### src/rtl/wb_hub_pkg.sv
// ---------------------------------------------------------------------------
// wb_hub_pkg
// Shared definitions for the Wishbone multi-slave hub:
//   - hub_state_t          : transfer FSM states
//   - DATA_W               : Wishbone data width
//   - OFS_*                : local register offsets inside slot 0
//   - DEFAULT_READ_VALUE_C : data returned on timeout / unmapped access
//   - sat_inc8()           : saturating 8-bit increment for the timeout count
// ---------------------------------------------------------------------------
package wb_hub_pkg;

    localparam int DATA_W = 32;

    localparam logic [DATA_W-1:0] DEFAULT_READ_VALUE_C = 32'hBADF_ABAC;

    localparam int unsigned OFS_ID          = 32'h00;
    localparam int unsigned OFS_INTR_STATUS = 32'h04;
    localparam int unsigned OFS_INTR_MASK   = 32'h08;
    localparam int unsigned OFS_TIMEOUT     = 32'h0C;

    typedef enum logic [1:0] {
        ST_IDLE     = 2'd0,
        ST_WAIT_ACK = 2'd1,
        ST_DONE     = 2'd2
    } hub_state_t;

    // Count stops at 255 instead of wrapping so software can tell "many".
    function automatic logic [7:0] sat_inc8(input logic [7:0] v);
        return (v == 8'hFF) ? v : v + 8'd1;
    endfunction

endpackage

### src/rtl/wb_hub_intr_ctrl.sv
// ---------------------------------------------------------------------------
// wb_hub_intr_ctrl
// Interrupt aggregation for the hub.
//   clk, rst_n     : hub clock, asynchronous active-low reset
//   i_intr         : per-slave level interrupts (already in clk domain)
//   i_w1c_en       : write-1-to-clear strobe for the status register
//   i_w1c_bits     : bits to clear (byte lanes already applied)
//   i_mask_we      : mask register write strobe
//   i_mask_wdata   : new mask value (byte lanes already merged)
//   o_status       : sticky rising-edge status
//   o_mask         : interrupt mask
//   o_intr         : registered OR of (status & mask)
// ---------------------------------------------------------------------------
module wb_hub_intr_ctrl #(
    parameter int NUM_SLAVES = 4
) (
    input  logic                  clk,
    input  logic                  rst_n,
    input  logic [NUM_SLAVES-1:0] i_intr,
    input  logic                  i_w1c_en,
    input  logic [NUM_SLAVES-1:0] i_w1c_bits,
    input  logic                  i_mask_we,
    input  logic [NUM_SLAVES-1:0] i_mask_wdata,
    output logic [NUM_SLAVES-1:0] o_status,
    output logic [NUM_SLAVES-1:0] o_mask,
    output logic                  o_intr
);

    logic [NUM_SLAVES-1:0] r_intr_prev;
    logic [NUM_SLAVES-1:0] r_status;
    logic [NUM_SLAVES-1:0] r_mask;
    logic                  r_intr;

    logic [NUM_SLAVES-1:0] w_rise;
    logic [NUM_SLAVES-1:0] w_clear;

    assign w_rise  = i_intr & ~r_intr_prev;
    assign w_clear = i_w1c_en ? i_w1c_bits : '0;

    always_ff @(posedge clk or negedge rst_n) begin
        if (!rst_n) begin
            r_intr_prev <= '0;
            r_status    <= '0;
            r_mask      <= '0;
            r_intr      <= 1'b0;
        end else begin
            r_intr_prev <= i_intr;
            // Clear first, then OR in new edges: a coincident edge keeps the bit set.
            r_status    <= (r_status & ~w_clear) | w_rise;
            if (i_mask_we) begin
                r_mask <= i_mask_wdata;
            end
            r_intr      <= |(r_status & r_mask);
        end
    end

    assign o_status = r_status;
    assign o_mask   = r_mask;
    assign o_intr   = r_intr;

endmodule

### src/rtl/wb_multi_slave_hub.sv
// ---------------------------------------------------------------------------
// wb_multi_slave_hub
// Wishbone fan-out from the bridge port to NUM_SLAVES peripheral slots.
// Slot = WBs_ADR[APERWIDTH-1:SLOT_SHIFT]; slot 0 holds the hub registers,
// slot k (1..NUM_SLAVES) is slave k-1, anything above is unmapped.
// Ports:
//   WB_CLK, WB_RST_N        : clock, asynchronous active-low reset
//   WBs_ADR/CYC/STB/WE/RD   : master request (RD is informational only)
//   WBs_BYTE_STB, WBs_WR_DAT: byte enables and write data
//   WBs_RD_DAT, WBs_ACK     : registered response
//   Slv_CYC_o               : one-hot slave select (STB/WE/ADR/DAT shared)
//   Slv_RD_DAT_i, Slv_ACK_i : packed slave read data and acknowledges
//   Slv_Intr_i              : per-slave level interrupts
//   Intr_o                  : combined masked interrupt
// Local registers: 0x00 ID, 0x04 INTR_STATUS (W1C), 0x08 INTR_MASK,
// 0x0C TIMEOUT_REG ([7:0] saturating count, [15:8] last timed-out slot).
// ---------------------------------------------------------------------------
module wb_multi_slave_hub
    import wb_hub_pkg::*;
#(
    parameter int          NUM_SLAVES           = 4,
    parameter int          APERWIDTH            = 17,
    parameter int          SLOT_SHIFT           = 12,
    parameter logic [31:0] HUB_ID               = 32'h0001_0000,
    parameter logic [31:0] DEFAULT_READ_VALUE   = DEFAULT_READ_VALUE_C,
    parameter int          DEFAULT_CNTR_WIDTH   = 3,
    parameter int          DEFAULT_CNTR_TIMEOUT = 7
) (
    input  logic                         WB_CLK,
    input  logic                         WB_RST_N,
    input  logic [APERWIDTH-1:0]         WBs_ADR,
    input  logic                         WBs_CYC,
    input  logic                         WBs_STB,
    input  logic                         WBs_WE,
    input  logic                         WBs_RD,
    input  logic [3:0]                   WBs_BYTE_STB,
    input  logic [DATA_W-1:0]            WBs_WR_DAT,
    output logic [DATA_W-1:0]            WBs_RD_DAT,
    output logic                         WBs_ACK,
    output logic [NUM_SLAVES-1:0]        Slv_CYC_o,
    input  logic [DATA_W*NUM_SLAVES-1:0] Slv_RD_DAT_i,
    input  logic [NUM_SLAVES-1:0]        Slv_ACK_i,
    input  logic [NUM_SLAVES-1:0]        Slv_Intr_i,
    output logic                         Intr_o
);

    localparam int SLOT_W = APERWIDTH - SLOT_SHIFT;

    generate
        if (DEFAULT_CNTR_TIMEOUT >= (1 << DEFAULT_CNTR_WIDTH)) begin : g_bad_timeout
            $error("DEFAULT_CNTR_TIMEOUT must be below 2**DEFAULT_CNTR_WIDTH");
        end
        if (NUM_SLAVES < 1 || NUM_SLAVES > 14) begin : g_bad_slaves
            $error("NUM_SLAVES must be in 1..14");
        end
    endgenerate

    // ---------------- registers ----------------
    hub_state_t                    r_state;
    logic                          r_ack;
    logic [DATA_W-1:0]             r_rd_dat;
    logic [NUM_SLAVES-1:0]         r_slv_cyc;
    logic [DEFAULT_CNTR_WIDTH-1:0] r_cntr;
    logic [SLOT_W-1:0]             r_slot;
    logic [7:0]                    r_to_cnt;
    logic [7:0]                    r_to_slot;

    // ---------------- decode ----------------
    logic [SLOT_W-1:0]       w_slot;
    logic [SLOT_SHIFT-1:0]   w_offset;
    logic                    w_req;
    logic                    w_slot_local;
    logic                    w_slot_mapped;
    logic [NUM_SLAVES-1:0]   w_slot_onehot;
    logic                    w_local_wr;

    assign w_slot        = WBs_ADR[APERWIDTH-1:SLOT_SHIFT];
    assign w_offset      = WBs_ADR[SLOT_SHIFT-1:0];
    assign w_req         = (r_state == ST_IDLE) && WBs_CYC && WBs_STB;
    assign w_slot_local  = (w_slot == '0);
    assign w_slot_mapped = (w_slot <= SLOT_W'(NUM_SLAVES));
    assign w_local_wr    = w_req && w_slot_local && WBs_WE;

    // ---------------- slave response mux ----------------
    logic [DATA_W-1:0] w_data_terms [NUM_SLAVES];
    logic [DATA_W-1:0] w_sel_data;
    logic              w_sel_ack;

    // ---------------- interrupt register interface ----------------
    logic [NUM_SLAVES-1:0] w_status;
    logic [NUM_SLAVES-1:0] w_mask;
    logic [NUM_SLAVES-1:0] w_mask_wdata;
    logic [NUM_SLAVES-1:0] w_w1c_bits;
    logic                  w_w1c_en;
    logic                  w_mask_we;
    logic                  w_intr;

    genvar gi;
    generate
        for (gi = 0; gi < NUM_SLAVES; gi++) begin : g_slv
            assign w_slot_onehot[gi] = (w_slot == SLOT_W'(gi + 1));
            // Only the selected slave contributes, so the OR below is a mux.
            assign w_data_terms[gi]  = r_slv_cyc[gi] ? Slv_RD_DAT_i[gi*DATA_W +: DATA_W] : '0;
            // Each register bit lives in byte lane gi/8.
            assign w_mask_wdata[gi]  = WBs_BYTE_STB[gi/8] ? WBs_WR_DAT[gi] : w_mask[gi];
            assign w_w1c_bits[gi]    = WBs_BYTE_STB[gi/8] & WBs_WR_DAT[gi];
        end
    endgenerate

    always_comb begin
        w_sel_data = '0;
        for (int i = 0; i < NUM_SLAVES; i++) begin
            w_sel_data = w_sel_data | w_data_terms[i];
        end
    end

    assign w_sel_ack = |(Slv_ACK_i & r_slv_cyc);

    assign w_w1c_en  = w_local_wr && (w_offset == SLOT_SHIFT'(OFS_INTR_STATUS));
    assign w_mask_we = w_local_wr && (w_offset == SLOT_SHIFT'(OFS_INTR_MASK));

    // ---------------- local read mux ----------------
    logic [DATA_W-1:0] w_local_rdata;

    always_comb begin
        w_local_rdata = DEFAULT_READ_VALUE;
        if (w_offset == SLOT_SHIFT'(OFS_ID)) begin
            w_local_rdata = HUB_ID;
        end else if (w_offset == SLOT_SHIFT'(OFS_INTR_STATUS)) begin
            w_local_rdata = DATA_W'(w_status);
        end else if (w_offset == SLOT_SHIFT'(OFS_INTR_MASK)) begin
            w_local_rdata = DATA_W'(w_mask);
        end else if (w_offset == SLOT_SHIFT'(OFS_TIMEOUT)) begin
            w_local_rdata = {16'h0000, r_to_slot, r_to_cnt};
        end
    end

    // ---------------- transfer FSM ----------------
    always_ff @(posedge WB_CLK or negedge WB_RST_N) begin
        if (!WB_RST_N) begin
            r_state   <= ST_IDLE;
            r_ack     <= 1'b0;
            r_rd_dat  <= '0;
            r_slv_cyc <= '0;
            r_cntr    <= '0;
            r_slot    <= '0;
            r_to_cnt  <= '0;
            r_to_slot <= '0;
        end else begin
            case (r_state)
                ST_IDLE: begin
                    if (w_req) begin
                        if (w_slot_local) begin
                            r_ack    <= 1'b1;
                            r_rd_dat <= w_local_rdata;
                            r_state  <= ST_DONE;
                        end else if (!w_slot_mapped) begin
                            // Unmapped slots answer at once and are not timeouts.
                            r_ack    <= 1'b1;
                            r_rd_dat <= DEFAULT_READ_VALUE;
                            r_state  <= ST_DONE;
                        end else begin
                            r_slv_cyc <= w_slot_onehot;
                            r_slot    <= w_slot;
                            r_cntr    <= '0;
                            r_state   <= ST_WAIT_ACK;
                        end
                    end
                end

                ST_WAIT_ACK: begin
                    if (!WBs_CYC) begin
                        // Master gave up: release the slave silently.
                        r_slv_cyc <= '0;
                        r_state   <= ST_IDLE;
                    end else if (w_sel_ack) begin
                        // Checked before the timeout so a last-moment ACK wins.
                        r_ack     <= 1'b1;
                        r_rd_dat  <= w_sel_data;
                        r_slv_cyc <= '0;
                        r_state   <= ST_DONE;
                    end else if (r_cntr == DEFAULT_CNTR_WIDTH'(DEFAULT_CNTR_TIMEOUT)) begin
                        r_ack     <= 1'b1;
                        r_rd_dat  <= DEFAULT_READ_VALUE;
                        r_slv_cyc <= '0;
                        r_to_cnt  <= sat_inc8(r_to_cnt);
                        r_to_slot <= 8'(r_slot);
                        r_state   <= ST_DONE;
                    end else begin
                        r_cntr <= r_cntr + 1'b1;
                    end
                end

                ST_DONE: begin
                    r_ack   <= 1'b0;
                    r_state <= ST_IDLE;
                end

                default: begin
                    r_ack     <= 1'b0;
                    r_slv_cyc <= '0;
                    r_state   <= ST_IDLE;
                end
            endcase
        end
    end

    // ---------------- interrupt block ----------------
    wb_hub_intr_ctrl #(
        .NUM_SLAVES (NUM_SLAVES)
    ) u_intr_ctrl (
        .clk          (WB_CLK),
        .rst_n        (WB_RST_N),
        .i_intr       (Slv_Intr_i),
        .i_w1c_en     (w_w1c_en),
        .i_w1c_bits   (w_w1c_bits),
        .i_mask_we    (w_mask_we),
        .i_mask_wdata (w_mask_wdata),
        .o_status     (w_status),
        .o_mask       (w_mask),
        .o_intr       (w_intr)
    );

    // WBs_RD carries no extra information beyond WE; upper data/lane bits
    // are unused when the interrupt registers are narrow.
    logic w_unused_inputs;
    assign w_unused_inputs = ^{WBs_RD, WBs_WR_DAT, WBs_BYTE_STB};

    assign WBs_ACK    = r_ack;
    assign WBs_RD_DAT = r_rd_dat;
    assign Slv_CYC_o  = r_slv_cyc;
    assign Intr_o     = w_intr;

endmodule

### config.mk
export PLATFORM = sky130hd
export DESIGN_NAME = wb_multi_slave_hub
export DESIGN_NICKNAME = d
export VERILOG_FILES = /design/src/rtl/wb_hub_pkg.sv /design/src/rtl/wb_hub_intr_ctrl.sv /design/src/rtl/wb_multi_slave_hub.sv
export SDC_FILE = /design/constraint.sdc
export NUM_CORES = 1
export LEC_CHECK = 0
export ABC_AREA = 1
export CAP_MARGIN = 10
export CORE_MARGIN = 2
export CORE_UTILIZATION = 36
export DETAILED_ROUTE_END_ITERATION = 6
export GPL_ROUTABILITY_DRIVEN = 0
export PLACE_DENSITY = 0.87
export SKIP_CTS_REPAIR_TIMING = 1
export SLEW_MARGIN = 10
export SYNTH_ARGS = -nofsm -noshare
export SYNTH_HDL_FRONTEND = slang
export SYNTH_HIERARCHICAL = 1
export SYNTH_SLANG_ARGS = --single-unit
### constraint.sdc
create_clock -name WB_CLK -period 1.6 [get_ports WB_CLK]
set_clock_uncertainty 0.2 [all_clocks]
set_input_delay 0.4 -clock WB_CLK [delete_from_list [all_inputs] [get_ports WB_CLK]]
set_output_delay 0.4 -clock WB_CLK [all_outputs]
set_load 0.01 [all_outputs]
==> results of run 1 <==
[critical path, stage by stage (launching register included)]
cell and delay (ns):
dfrtp_1 0.40, ha_2 0.23, ha_4 0.19, nor2_4 0.11, nand3_4 0.13, nand3_4 0.12
buf_12 0.21, buf_8 0.15, nand2_1 0.09, nand2_1 0.11
[layer usage]
metal / track usage (%) / routed length, um
met1: 29.3 / 7370
met4: 7.23 / 697
met3: 4.80 / 1570
met5: 0 / 0
met2: 42.1 / 9950
[cells in the mapped netlist, types with 8 or more instances]
master    number
clkbuf_1      14
nand4_1       10
nor2_1        22
a21oi_1       11
inv_1         35
o21ai_0       39
buf_2         13
nand3_1       52
o21ai_1        8
a211oi_1      13
dfrtp_1       73
nand2_1      291
[flip-flops by register name, summed over array words and instances (netlist names)]
signal                   cells
r_cntr                       3
r_slot                       5
Slv_CYC_o                    4
r_to_slot                    5
WBs_ACK                      1
WBs_RD_DAT                  32
r_to_cnt                     8
u_intr_ctrl/o_status         4
u_intr_ctrl/o_intr           1
u_intr_ctrl/r_intr_prev      4
u_intr_ctrl/o_mask           4
r_state                      2
[cell usage in the layout (no fill, tap or decap), types with 11 or more instances in the layout]
cell	count
a211oi_1	11
buf_4	80
buf_6	17
clkbuf_16	11
clkdlybuf4s50_1	143
dfrtp_1	71
dlymetal6s2s_1	54
inv_1	30
nand2_1	243
nand2_2	38
nand2_4	12
nand3_1	41
nor2_1	14
nor2_4	12
o21ai_0	23
o21ai_1	15
[final cells by class]
cell class	count	area (um2)
timing repair buffer	309	3180
inverter	43	208
sequential	73	1830
timing repair inverter	3	38.8
fill	877	3560
clock buffer	11	253
multi-input combinational	493	2750
clock inverter	1	5.00
tap	147	184
[power by group through the flow]
stage               combinational [mW]  clock (mW)  sequential (mW)
floorplan                         2.11           0             2.67
global placement                  4.39           0             2.57
detailed placement                4.49           0             2.57
CTS                               4.51        1.82             2.55
global route                      5.93        1.93             2.62
finish                            5.56        1.85             2.58
[metrics by stage]
step / setup WS, ns / setup TNS (ns) / hold WS, ns / cell area (um2)
floorplan: -0.0821 / -1.39 / -0.0956 / 4560
global placement: -0.671 / -37.11 / 0.204 / 7170
detailed placement: -0.751 / -41.11 / 0.230 / 7170
CTS: -0.426 / -28.89 / -0.0926 / 7430
global route: -0.462 / -19.03 / 0.177 / 8450
finish: -0.432 / -15.81 / 0.171 / 8450
[cell families after synthesis]
family,Yosys count
and+or+nand+nor,401
adders and majority gates,3
AOI/OAI and AO/OA,83
DFF,73
buffers and inverters,73
xor gates and xnor gates,6
[worst max path at each step]
| stage | to | slack (ns) | cells past startpoint |
|---|---|---|---|
| 3_5_place_dp | u_intr_ctrl/o_status[2]$_DFF_PN0_ | -0.75 | 9 |
| 2_1_floorplan | r_to_cnt[3]$_DFFE_PN0P_ | -0.08 | 10 |
| 3_3_place_gp | u_intr_ctrl/o_status[1]$_DFF_PN0_ | -0.67 | 9 |
| 6_report | WBs_RD_DAT[12]$_DFFE_PN0P_ | -0.43 | 9 |
| 4_1_cts | Slv_CYC_o[1] | -0.43 | 1 |
| 5_1_grt | WBs_RD_DAT[12]$_DFFE_PN0P_ | -0.46 | 9 |
==> run metrics, run 1 <==
Synth Area in Compound Gates=10.9%; DR iter-0 viols=356; core box area=12,000 um2; Slew @ Worst Pin=0.405 ns; combinational family with the most area after synthesis=simple AND/OR/NAND/NOR gates; setup ws final=-0.432 ns; mux cell area share after synthesis=0%; leading area contributor after synthesis=dfrtp_1; Clock Path Buffers=2; Die Wd=115 um; drt via density=5.30; n_diodes=0; syn_nets=837; clock power share=18.5%; Switch Pwr=3.94 mW; R2R Path Start=r_cntr[0]$_DFFE_PN0P_; library cells used by synthesis=36; overall power=9.98 mW; final worst path period share=127%; Total Routing Usage GR=23.7%; sequential share of power=25.8%; number of max-cap violations=0; fin util=70.4%; Final min period=2.03 ns; Hold Path Stages=3; area of the mapped netlist=4410 um2; Post-synth top flop=dfrtp_1; initial antenna violation count=0; crit start category=register; wire per inst=18.1 um; Worst-path clk slew=0.06 ns; post-synthesis xor/xnor area fraction=1.19%; EDFF count, synth=0; Seq/Total Area, Yosys=41.4%; Syn Area/Cell=6.91 um2; die height=115 um; Comb power frac=55.7%; CP Max Fanout=7; RSZ-0062 raised after global routing=true; drt first pass iters=7; Synth Instances=639; Slew Limit Fails=0; Critical path origin=r_cntr[0]$_DFFE_PN0P_; std cell rows=40; worst hold path class=input port to register; peak supply drop=0.801 mV; Initial Util=36.8%; worst reg-to-reg setup slack=-0.43 ns; path depth of the worst reg2reg path=9; Area Overhead vs Synth=91.4%; Synth warnings=6; Crit. End Element=register; root buf cell=clkbuf_16; placed instance count=1,029; Residual DRC=3; Hold Crit Endpoint=Slv_CYC_o[2]$_DFFE_PN0P_; gr ovfl total=0; CTS Buf Count=9; first-pass GRT wire length=24.6 mm; failing checks=DRC, setup timing; htree depth=3; LEAKAGE=4.53 nW; hold path start=WBs_ADR[13]; Crit Path Category=register to register; Nets=1,130; Req. time, crit path=1.66 ns; final std cells w/o fill=1,080; layout cells sized above 1=26.6%; synthesized flop and latch total=73; post-synthesis simple-gate area fraction=38.7%; worst flop-to-flop path endpoint=WBs_RD_DAT[12]$_DFFE_PN0P_; Fmax=0.492 GHz; Final Hold Vio Count=0; clk_lat worst skew=0.33 ns; Internal Power=6.05 mW; number of port buffers=200; DP HPWL=12.3 mm; I/O pin count=233; share of the synthesized area in the top cell type=41.4%; TritonCTS clock tree=built; Synth area leaders=dfrtp_1, nand2_1, nand3_1; crit path DAT=2.09 ns; Finish-stage setup viols=69; Switching Fraction=39.4%; DR vias=5,724; DRT Wirelength=19.6 mm; outcome=finished, violations left; largest net degree at the start of global routing=74; Final ANT Viol Nets=0; Power Density=1180 nW/um2; # clock sinks=73; post-synthesis adder-cell area fraction=0.850%; die area=13,200 um2; Post-synth ARST share=100%; vias in the first global route=5,142; max_slew headroom=73.0%
Power figures use the tool's default switching activity.
==> inputs of run 2 (changes only) <==
--- a/config.mk
+++ b/config.mk
@@ -7,6 +7,7 @@
 export LEC_CHECK = 0
 export ABC_AREA = 1
 export CAP_MARGIN = 10
+export CORE_ASPECT_RATIO = 1.1
 export CORE_MARGIN = 2
 export CORE_UTILIZATION = 36
 export DETAILED_ROUTE_END_ITERATION = 6
==> run 2 against run 1 <==
The flow finishes with violations (setup timing). Cell area rose by 0.62%. Critical path depth up 1. Via count increased by 3.4%. Fmax is 1.8% higher. Global-route usage up 1.4 points. Critical path type unchanged. Highest routed layer unchanged.
==> run metrics, run 2 (same netlist as run 1, synthesis figures left out) <==
outcome=finished, violations left (unchanged); failing checks=setup timing (was DRC, setup timing); CP Max Fanout=6 (was 7); Worst-path clk slew=0.06 ns (about the same); number of port buffers=200 (unchanged); Area Overhead vs Synth=92.6% (was 91.4%); htree depth=3 (unchanged); # clock sinks=73 (unchanged); die area=13,200 um2 (about the same); crit start category=register (unchanged); drt first pass iters=5 (was 7); number of flip-flops in the largest register=32 (unchanged); LEAKAGE=4.49 nW (was 4.53 nW); Crit Path Category=register to register (unchanged); vias in the first global route=5,171 (was 5,142); fin util=71.0% (was 70.4%); DR vias=5,921 (was 5,724); DP HPWL=12.8 mm (was 12.3 mm); worst hold path class=input port to register (unchanged); n_diodes=0 (unchanged); Initial Util=36.8% (about the same); Clock Path Buffers=2 (unchanged); Hold Path Stages=3 (unchanged); Finish-stage setup viols=65 (was 69); Fmax=0.501 GHz (was 0.492 GHz); layout cells sized above 1=27.7% (was 26.6%); DRT Wirelength=21.5 mm (was 19.6 mm); Final min period=2.00 ns (was 2.03 ns); RSZ-0062 raised after global routing=true (unchanged); initial antenna violation count=0 (unchanged); Req. time, crit path=1.67 ns (was 1.66 ns); peak supply drop=0.836 mV (was 0.801 mV); CP Cell Sequence=inv_2, nor2_4, inv_4, nor2_4, nand3_4, nand3_4, buf_12, clkbuf_16, nand2_1, nand2_1 (was ha_2, ha_4, nor2_4, nand3_4, nand3_4, buf_12, buf_8, nand2_1, nand2_1); Critical Path Stages=10 (was 9); Final ANT Viol Nets=0 (unchanged); TritonCTS clock tree=built (unchanged); Total Routing Usage GR=25.1% (was 23.7%); root buf cell=clkbuf_16 (unchanged); commonest non-fill, non-tap cells in the layout=nand2_1, clkdlybuf4s50_1, dfrtp_1, buf_4, dlymetal6s2s_1 (was nand2_1, clkdlybuf4s50_1, buf_4, dfrtp_1, dlymetal6s2s_1); path depth of the worst reg2reg path=10 (was 9); std cell rows=42 (was 40); Power Density=1250 nW/um2 (was 1180 nW/um2); max_slew headroom=72.4% (was 73.0%); wire per inst=19.9 um (was 18.1 um); drt via density=5.47 (was 5.30); clk_lat worst skew=0.34 ns (was 0.33 ns); DR iter-0 viols=641 (was 356); CP max stage delay=0.41 ns (was 0.40 ns); Crit. End Element=register (unchanged); CTS Buf Count=9 (unchanged); Crit path max-delay family=simple AND/OR/NAND/NOR gates (unchanged); Nets=1,121 (was 1,130); core box area=12,000 um2 (about the same); I/O pin count=233 (unchanged); overall power=10.6 mW (was 9.98 mW); crit path DAT=2.06 ns (was 2.09 ns); Slew Limit Fails=0 (unchanged); largest net degree at the start of global routing=30 (was 74); Buf/Inv on CP=4 (was 2); CP max-delay cell=dfrtp_1 (unchanged); Slew @ Worst Pin=0.411 ns (was 0.405 ns); Die Wd=110 um (was 115 um); setup ws final=-0.396 ns (was -0.432 ns); Final Hold Vio Count=0 (unchanged); first-pass GRT wire length=25.5 mm (was 24.6 mm); Fin Setup TNS=-17.20 ns (was -15.81 ns); final worst path period share=125% (was 127%); Residual DRC=0 (was 3); gr ovfl total=0 (unchanged); die height=120 um (was 115 um); most common cell after layout, fill and taps aside=nand2_1 (unchanged); number of max-cap violations=0 (unchanged)
-- run 2: worst reg2reg max path, cell delays in order (launching register included) --
cell and delay [ns]:
dfrtp_1 0.41, inv_2 0.08, nor2_4 0.23, inv_4 0.09
nor2_4 0.14, nand3_4 0.13, nand3_4 0.15, buf_12 0.17
clkbuf_16 0.18, nand2_1 0.07, nand2_1 0.08
-- run 2: cell type report --
| class | count | area, um2 |
|---|---|---|
| Timing Repair inverter | 2 | 17.5 |
| Timing Repair Buffer | 300 | 3110 |
| Inverter | 43 | 189 |
| Multi-Input combinational cell | 494 | 2820 |
| Fill cell | 821 | 3480 |
| Clock buffer | 11 | 243 |
| Clock inverter | 5 | 103 |
| Tap cell | 154 | 193 |
| Sequential cell | 73 | 1830 |
-- run 2: per-layer routing --
layer	share of wire, %	global-route usage (%)	wire length [um]
met1	36	30.6	7740
met2	48	43.2	10300
met3	11	4.62	2290
met4	5.6	9.81	1210
met5	0	0	0
-- run 2: stage by stage --
stage,hold slack (ns),worst slack [ns],area [um2],instances
floorplan,-0.0956,-0.0821,4560,639
global placement,0.129,-0.627,7130,1032
detailed placement,0.130,-0.658,7130,1032
CTS,-0.220,-0.498,7470,1048
global route,0.225,-0.426,8500,1082
finish,0.201,-0.396,8500,1082
-- run 2: final timing paths --
kind / slack [ns] / startpoint / to
setup / recovery: -0.40 / r_state[0]$_DFFE_PN0P_ / WBs_RD_DAT[7]$_DFFE_PN0P_
min in group asynchronous: 0.32 / WB_RST_N / r_to_cnt[7]$_DFFE_PN0P_
setup reg to reg: -0.40 / r_state[0]$_DFFE_PN0P_ / WBs_RD_DAT[7]$_DFFE_PN0P_
max in group asynchronous: 0.40 / WB_RST_N / WBs_RD_DAT[26]$_DFFE_PN0P_
hold / removal: 0.20 / WBs_ADR[12] / r_slot[0]$_DFFE_PN0P_
hold reg to reg: 0.21 / u_intr_ctrl/r_intr_prev[0]$_DFF_PN0_ / u_intr_ctrl/o_status[0]$_DFF_PN0_
-- run 2: power by group --
part | leakage (nW) | switching [mW] | internal [mW]
Clock | 0.166 | 0.832 | 1.57
Combinational | 3.45 | 3.00 | 2.54
Sequential | 0.868 | 0.386 | 2.27
